### config.mk
export PLATFORM = sky130hd
export DESIGN_NAME = button_debouncer_flat
export DESIGN_NICKNAME = d
export VERILOG_FILES = /design/src/rtl/button_debouncer_if.sv /design/src/rtl/button_debouncer.sv /design/src/flat_wrapper.sv
export SDC_FILE = /design/constraint.sdc
export NUM_CORES = 1
export LEC_CHECK = 0
export CELL_PAD_IN_SITES_DETAIL_PLACEMENT = 1
export CELL_PAD_IN_SITES_GLOBAL_PLACEMENT = 1
export CORE_ASPECT_RATIO = 2
export CORE_UTILIZATION = 49
export CTS_CLUSTER_SIZE = 40
export DETAILED_ROUTE_END_ITERATION = 10
export PLACE_DENSITY = 0.94
export SYNTH_ARGS = -nofsm -noshare
export SYNTH_HDL_FRONTEND = slang
export SYNTH_SLANG_ARGS = --single-unit
### constraint.sdc
create_clock -name clock -period 5.31 [get_ports clock]
set_input_delay 1.062 -clock clock [delete_from_list [all_inputs] [get_ports clock]]
set_output_delay 1.062 -clock clock [all_outputs]
set_load 0.02 [all_outputs]
### src/rtl/button_debouncer_if.sv
// Purpose: bundles the pad-side input and the filtered outputs of button_debouncer.
// Latency: none, wiring only.
// Backpressure: none, level signals with no handshake.
// Ports: raw_in (pad levels), debounced (filtered levels), rise/fall (one-cycle edge pulses).
interface button_debouncer_if #(
  parameter int WIDTH = 3
);
  logic [WIDTH-1:0] raw_in;
  logic [WIDTH-1:0] debounced;
  logic [WIDTH-1:0] rise;
  logic [WIDTH-1:0] fall;

  // master: the board/pad side that drives raw_in and consumes the filtered result
  modport master (
    output raw_in,
    input  debounced,
    input  rise,
    input  fall
  );

  // slave: the debouncer itself
  modport slave (
    input  raw_in,
    output debounced,
    output rise,
    output fall
  );
endinterface

### src/rtl/button_debouncer.sv
// Purpose: per-channel 2-flop synchronizer plus stability counter that filters bouncing pads.
// Latency: a clean step reaches debounced STABLE_CYCLES+2 edges after it is first sampled.
// Backpressure: none, free-running; rise/fall are single-cycle pulses with no handshake.
// Ports: clock, reset (synchronous, active-low), bus.raw_in in; bus.debounced/rise/fall out (all registered).
module button_debouncer #(
  parameter int WIDTH         = 3,
  parameter int STABLE_CYCLES = 500000
) (
  input  logic              clock,
  input  logic              reset,
  button_debouncer_if.slave bus
);

  localparam int CW = $clog2(STABLE_CYCLES + 1);
  // Terminal count: the edge on which the counter sits here and sync2 still
  // differs is the STABLE_CYCLES-th consecutive differing edge, so accept.
  localparam logic [CW-1:0] LAST = CW'(STABLE_CYCLES - 1);

  logic [WIDTH-1:0]         sync1;
  logic [WIDTH-1:0]         sync2;
  logic [WIDTH-1:0]         deb_q;
  logic [WIDTH-1:0]         rise_q;
  logic [WIDTH-1:0]         fall_q;
  logic [WIDTH-1:0][CW-1:0] cnt;

  always_ff @(posedge clock) begin
    if (!reset) begin
      sync1  <= '0;
      sync2  <= '0;
      deb_q  <= '0;
      rise_q <= '0;
      fall_q <= '0;
      cnt    <= '0;
    end else begin
      sync1 <= bus.raw_in;
      sync2 <= sync1;
      for (int i = 0; i < WIDTH; i++) begin
        rise_q[i] <= 1'b0;
        fall_q[i] <= 1'b0;
        if (sync2[i] == deb_q[i]) begin
          // Level agrees with the output: any partial count was a glitch.
          cnt[i] <= '0;
        end else if (cnt[i] == LAST) begin
          deb_q[i]  <= sync2[i];
          cnt[i]    <= '0;
          rise_q[i] <= sync2[i];
          fall_q[i] <= ~sync2[i];
        end else begin
          cnt[i] <= cnt[i] + 1'b1;
        end
      end
    end
  end

  assign bus.debounced = deb_q;
  assign bus.rise      = rise_q;
  assign bus.fall      = fall_q;

endmodule
### src/flat_wrapper.sv
// flat-port wrapper written by rule: the top's interface ports become plain ports
module button_debouncer_flat 
#(
  parameter int WIDTH         = 3,
  parameter int STABLE_CYCLES = 500000
)
  (clock, reset, bus_raw_in, bus_debounced, bus_rise, bus_fall);
  button_debouncer_if #(.WIDTH(WIDTH)) bus_i ();
  input  logic clock;
  input  logic reset;
  input wire logic [$bits(bus_i.raw_in)-1:0] bus_raw_in;
  output wire logic [$bits(bus_i.debounced)-1:0] bus_debounced;
  output wire logic [$bits(bus_i.rise)-1:0] bus_rise;
  output wire logic [$bits(bus_i.fall)-1:0] bus_fall;
  assign bus_i.raw_in = bus_raw_in;
  assign bus_debounced = bus_i.debounced;
  assign bus_rise = bus_i.rise;
  assign bus_fall = bus_i.fall;
  button_debouncer #(.WIDTH(WIDTH), .STABLE_CYCLES(STABLE_CYCLES)) u_core (.clock(clock), .reset(reset), .bus(bus_i));
endmodule
==> summary.txt, run 1 <==
Timing
  • Slew headroom: 17.9%
  • Worst slew pin tran: 1.23 ns
  • Setup TNS: 0 ns
  • Final setup vio count: 0
  • Hold Vio Cnt, Final: 0
  • Fmax: 401 MHz
  • RSZ-0062 raised after global routing: no
  • Tmin final: ~2.5 ns
  • Clk_skew: 0.00423 ns
  • Pins Over Slew Limit: 0
  • Final Cycle Share: around 47%

Worst setup path
  • Worst reg2reg endpoint: u_core.cnt[49]
  • CP startpoint: u_core.cnt[38]
  • R2R Path Start: u_core.cnt[38]
  • Critical Path RT: 5.48 ns
  • Setup slack, reg-to-reg: about 2.8 ns
  • Crit path to: u_core.cnt[49]
  • Crit. End Element: register
  • Setup CP Type: register to register
  • Critical Path Start Type: register
  • Crit Path Max Fanout: 17
  • Worst-case reg-to-reg path depth: 5
  • Worst EP arrival: 2.66 ns

Flow run
  • Total of max-cap violations: 0

Place
  • Final Wtd Congestion: 0.812
  • Post-DP HPWL: 5.23 mm
  • Port bufs: 13

Global route
  • Global-route wire length before repair: 12.9 mm
  • GRT Total Usage: 26.2%
  • Vias in the first global route: approximately 2800
  • GR Overflow Total: 0
  • Initial antenna violation count: 0
  • Pin count of the biggest net entering global routing: 19

Hold path
  • Hold Path Class: register to register

Clocking
  • Post_cts resized: 0
  • TritonCTS Buffers: 9
  • CTS Root Cell: clkbuf_16
  • CTS hold repair buffers: 0
  • Clock Path Buffers: 2
  • Setup bufs post-CTS: 0
  • Htree depth: 3
  • CTS tree: yes
  • Clk pin slew, worst setup/hold paths: 0.05 ns
  • Clock sink total: 72
  • Worst skew pair latency: 0.33 ns

Synthesis
  • Net Count, Synth: 346
  • Yosys warnings: 0
  • Post-Syn Area: 3020 um2
  • Synthesized area per cell: 8.92 um2
  • Yosys cell types: 35
  • Post-synth EDFFs: 0
  • Seq/Total Area, Yosys: 47.8%
  • Top_reg_cell synth: dfxtp_1
  • Yosys reg bits: between 70 and 80
  • Cells after Synth: 338
  • Async set-reset flop share out of synthesis: 0%

Pwr
  • Sequential Power Share: 49.6%
  • Pint: a little under 0.9 mW
  • Leakage Power: 1.05 nW
  • Switching pwr: 0.218 mW
  • Pwr dens: 318 nW/um2
  • Clock power frac: 49.1%
  • Switch share: 19.8%
  • Power share of the combinational group: between 1 and 1.5%
  • VDD IR max: 0.287 mV

Detailed routing
  • Via-per-instance ratio: between 6 and 7
  • Via count: 2546
  • Routed wire per std cell: between 15 and 20 um
  • DR DRC count: 2
  • Post-Route WL: 7.58 mm
  • Antenna-violating nets left: 0
  • Drt first pass iters: 9
  • DR iter-0 viols: 76

Die
  • Chip height: 113 um
  • Rows: 40
  • Die width: 57.5 um
  • Die area: 6490 um2
  • Core box area: 5960 um2
  • Starting Density: between 50% and 60%
  • I/O Pins: 14

Status
  • Failing checks: DRC
  • Status: complete, but fails checks

Final layout
  • Ant. Diodes: 0
  • Commonest cells after routing, fill and taps aside: dfxtp_1, nor2_1, nand3_1, xnor2_1, nand2_1
  • Fin util: 58.1%
  • Share of cells above drive strength 1: a little under 6%
  • Commonest non-fill, non-tap cell in the layout: dfxtp_1
  • Synthesis-to-finish area growth: 14.8%
  • Final net count: between 300 and 400
-- layer usage --
metal  routed length (um)  track usage, %  up-vias  part of all wire [%]
met5                    0               0        -                     0
met4                  150            11.7        0                   2.0
met3                  183            6.51       13                   2.4
met2                 4580            51.9       33                    60
met1                 2670            23.5     1277                    35
li1                     -               -     1223                     -
-- Yosys cell counts, types with 2 or more instances --
master	n	area, um2
nand3_1	21	105
or3_1	13	81.3
xnor2_1	21	184
nand2_1	19	71.3
inv_1	13	48.8
nor3_1	10	50.1
nor2b_1	2	12.5
nor4_1	9	56.3
buf_2	4	20.0
or2_2	2	12.5
xor2_1	18	158
clkbuf_1	2	7.51
nor2_1	44	165
nor4b_1	4	35.0
and3_1	4	25.0
o21ai_0	12	60.1
nand4_1	13	81.3
and4_1	3	26.3
and2_1	8	50.1
or4_1	6	45.0
a21oi_1	18	90.1
dfxtp_1	72	1440
o31ai_1	5	37.5
ha_1	3	37.5
nor4bb_1	2	20.0
-- power by group through the flow --
stage               logic (mW)  clock network [mW]  registers [mW]
CTS                     0.0138               0.548           0.545
detailed placement      0.0131                   0           0.557
global placement        0.0127                   0           0.557
floorplan              0.00750                   0           0.556
global route            0.0151               0.577           0.545
finish                  0.0136               0.540           0.545
-- cell families (layout without fill, tap and decap cells) --
family | Yosys count | after routing | share of synthesized area, %
and+or+nand+nor | 165 | 165 | 29.4
xor gates and xnor gates | 39 | 39 | 11.3
buffers and inverters | 20 | 40 | 2.70
DFF | 72 | 72 | 47.8
adders and majority gates | 3 | 3 | 1.24
AOI/OAI and AO/OA | 39 | 39 | 7.55
-- state kept, by name, indices dropped and copies added, names as in the netlist --
register	count
u_core.bus.debounced	3
u_core.bus.fall	3
u_core.bus.rise	3
u_core.cnt	57
u_core.sync1	3
u_core.sync2	3
-- cell type report --
cell class              count  area (um2)
clock buffers              12         256
repair buffers             14         138
inverters                  13        48.8
well taps                  63        78.8
clock inverters             1        5.00
multi-input cells         246        1490
flip-flops and latches     72        1440
fillers                   698        2490
-- through the flow --
step | setup WS, ns | area, um2 | total power [mW] | instances | hold slack (ns)
floorplan | 3.34 | 3020 | 0.564 | 338 | 0.412
global placement | 2.63 | 3200 | 0.569 | 408 | 0.418
detailed placement | 2.55 | 3200 | 0.570 | 408 | 0.427
CTS | 2.77 | 3460 | 1.11 | 421 | 0.444
global route | 2.57 | 3460 | 1.14 | 421 | 0.458
finish | 2.82 | 3460 | 1.10 | 421 | 0.437
-- worst min-delay path by stage --
stage	from	end	cells past startpoint
4_1_cts	u_core.sync1[2]	u_core.sync2[2]	1
2_1_floorplan	u_core.sync1[0]	u_core.sync2[0]	1
5_1_grt	u_core.sync1[2]	u_core.sync2[2]	1
6_report	u_core.sync1[0]	u_core.sync2[0]	1
3_5_place_dp	u_core.sync1[0]	u_core.sync2[0]	1
3_3_place_gp	u_core.sync1[2]	u_core.sync2[2]	1
-- critical path, stage by stage, from the launching register on --
cell and delay, ns:
dfxtp_1 0.35, ha_1 0.36, nor4bb_1 0.34, nand3_1 0.15, o21bai_1 0.99, nor2_1 0.13
Power figures use the tool's default switching activity.
==> inputs of run 2 (changes only) <==
Settings changed: CORE_UTILIZATION 49 to 46, PLACE_DENSITY 0.94 to 0.9.
Clock period 5.31 ns to 2.35 ns, I/O delays scaled along.
==> run 2 against run 1 <==
  * The run now ends clean
  * Worst hold slack gained 0.019 ns
  * Sequential power up 130%
  * Via count grew 0.16%
  * Worst setup slack worse by 2.7 ns
  * Final area increased by 4.8%
  * Sequential share of layout area decreased by 1.9 points
  * Clock power rose to 3.1 times the previous value
  * Register-to-register slack worse by 2.7 ns
  * Critical endpoint is now u_core.cnt[47]
  * Critical path depth increased by 1
==> summary.txt, run 2 (synthesized netlist as in run 1, its figures left out) <==
Status
  • Status: finished, final reports clean

Pwr
  • Leakage Power: 1.12 nW (+6.7%)
  • Sequential Power Share: 41.7% (-7.9 points)
  • Pwr dens: 815 nW/um2 (+160%)
  • Switching pwr: 0.544 mW (+150%)
  • Switch share: 18.4% (-1.4 points)
  • Pint: 2.41 mW (+170%)
  • Power share of the combinational group: 1.3% (about the same)
  • VDD IR max: 0.579 mV (+100%)
  • Clock power frac: 57.1% (+8.0 points)

Timing
  • Pins Over Slew Limit: 0 (unchanged)
  • Tmin final: 2.21 ns (-0.286 ns)
  • Setup TNS: 0 ns (unchanged)
  • Clk_skew: 0.00594 ns (+0.00171 ns)
  • Worst slew pin tran: 0.648 ns (-0.580 ns)
  • RSZ-0062 raised after global routing: no
  • Slew headroom: 56.5% (+39 points)
  • Fmax: 453 MHz (+13%)
  • Hold Vio Cnt, Final: 0 (unchanged)
  • Final Cycle Share: 94.0% (+47 points)
  • Final setup vio count: 0 (unchanged)

Worst setup path
  • Slowest stage cell on the critical path: o21bai_1
  • Worst EP arrival: 2.43 ns (-0.23 ns)
  • Critical path cell sequence: ha_1 > nor4bb_1 > nand3_1 > o21bai_1 > buf_4 > nor2_1
  • Worst-case reg-to-reg path depth: 6 (+1)
  • Top cell family by delay on the critical path: simple AND/OR/NAND/NOR gates
  • Buf/Inv on CP: 1 (+1)
  • Critical Path Start Type: register
  • Crit-path max cell delay: 0.44 ns (-0.55 ns)
  • Levels on crit path: 6 (+1)
  • Crit Path Max Fanout: 13 (-4)
  • Crit. End Element: register
  • Setup CP Type: register to register
  • Critical Path RT: 2.57 ns (-2.91 ns)

Final layout
  • Ant. Diodes: 0 (unchanged)
  • Share of cells above drive strength 1: 7.95% (+2.1 points)
  • Commonest cells after routing, fill and taps aside: dfxtp_1, nor2_1, nand3_1, xnor2_1, nand2_1
  • Biggest register: u_core.cnt
  • Synthesis-to-finish area growth: 20.3%
  • Register Area: 1440 um2 (unchanged)
  • Final net count: 368 (+1.1%)
  • Commonest non-fill, non-tap cell in the layout: dfxtp_1
  • Max reg flops: 57 (unchanged)
  • Fin util: 57.5% (-0.62 points)
  • Area of the multi-input gates: 1490 um2 (unchanged)
  • Fillers: 764 (+9.5%)

Clocking
  • CTS hold repair buffers: 0 (unchanged)
  • Htree depth: 3 (unchanged)
  • CTS tree: yes
  • Worst skew pair latency: 0.33 ns (about the same)
  • Clk pin slew, worst setup/hold paths: 0.06 ns (about the same)
  • Setup bufs post-CTS: 0 (unchanged)
  • Clock Path Buffers: 2 (unchanged)
  • Post_cts resized: 0 (unchanged)
  • CTS Root Cell: clkbuf_16
  • Clock sink total: 72 (unchanged)
  • TritonCTS Buffers: 9 (unchanged)

Hold path
  • Hold Path Class: register to register
  • Hold depth: 1 (unchanged)

Die
  • Die width: 59.3 um (+3.1%)
  • Rows: 41 (+2.5%)
  • I/O Pins: 14 (unchanged)
  • Starting Density: 47.8% (-2.8 points)
  • Die area: 6910 um2 (+6.4%)
  • Core box area: 6310 um2 (+5.9%)
  • Chip height: 117 um (+3.2%)

Global route
  • Initial antenna violation count: 0 (unchanged)
  • GR Overflow Total: 0 (unchanged)
  • Pin count of the biggest net entering global routing: 18 (-1)
  • Vias in the first global route: 2747 (-1.5%)
  • Global-route wire length before repair: 13.3 mm (+3.1%)
  • GRT Total Usage: 26.2% (-0.043 points)

Place
  • Post-DP HPWL: 5.03 mm (-4.0%)
  • Port bufs: 13 (unchanged)
  • Final Wtd Congestion: 0.798 (-1.8%)

Detailed routing
  • Antenna-violating nets left: 0 (unchanged)
  • DR DRC count: 0 (-2)
  • Post-Route WL: 7.99 mm (+5.4%)
  • Routed met2 length: 4.68 mm (+2.2%)
  • Via count: 2550 (+0.16%)
  • Routed wire per std cell: 17.7 um (-1.6%)
  • Drt first pass iters: 4 (-5)
  • Routed wl met3: 168 um (-8.2%)
  • Via-per-instance ratio: 5.65 (-6.5%)
  • Max layer used: met4
  • DR iter-0 viols: 88 (+16%)
  • Met1 WL: 2.89 mm (+8.5%)

Flow run
  • Total of max-cap violations: 0 (unchanged)
run 2: cell count changes in the layout (fill, tap and decap cells not counted), sizes merged:
cell    delta
buf        +4
bufinv     +4
clkbuf     -2
clkinv     +1
run 2: final timing paths:
path / slack [ns] / start / endpoint
max: 0.14 / u_core.cnt[38] / u_core.cnt[47]
min: 0.46 / u_core.sync1[1] / u_core.sync2[1]
max reg2reg: 0.14 / u_core.cnt[38] / u_core.cnt[47]
min reg2reg: 0.46 / u_core.sync1[1] / u_core.sync2[1]
run 2: cell type report:
type                    count  share of cell area, %
well taps                  86                   2.97
clock inverters             6                   3.59
flip-flops and latches     72                   39.7
clock buffers              10                   6.59
inverters                  13                   1.34
multi-input cells         246                   41.2
repair buffers             18                   4.62
run 2: stage by stage:
| step | hold WS (ns) | instances | cell area [um2] | total power, mW | setup WS (ns) |
|---|---|---|---|---|---|
| floorplan | 0.412 | 338 | 3020 | 1.27 | 0.614 |
| global placement | 0.417 | 435 | 3260 | 1.29 | 0.424 |
| detailed placement | 0.427 | 435 | 3260 | 1.29 | 0.300 |
| CTS | 0.461 | 451 | 3630 | 2.98 | 0.131 |
| global route | 0.474 | 451 | 3630 | 3.04 | 0.0472 |
| finish | 0.456 | 451 | 3630 | 2.96 | 0.142 |
run 2: power by group through the flow:
stage,Clock [mW],Sequential [mW],Combinational [mW]
floorplan,0,1.26,0.0170
global placement,0,1.26,0.0329
detailed placement,0,1.26,0.0349
CTS,1.71,1.23,0.0372
global route,1.77,1.23,0.0400
finish,1.69,1.23,0.0370
run 2: worst reg2reg max path: cells and delay by family, from the launching register on:
kind            cells  cell delay [ns]
compound gates      1             0.44
fa+ha+maj           1             0.37
buf+inv             1             0.30
flops               1             0.36
simple gates        3             0.63
run 2: per-layer routing:
layer / track usage, % / up-vias
met5: 0 / -
li1: - / 1226
met4: 13.5 / 0
met3: 5.54 / 23
met2: 50.4 / 42
met1: 24.5 / 1259
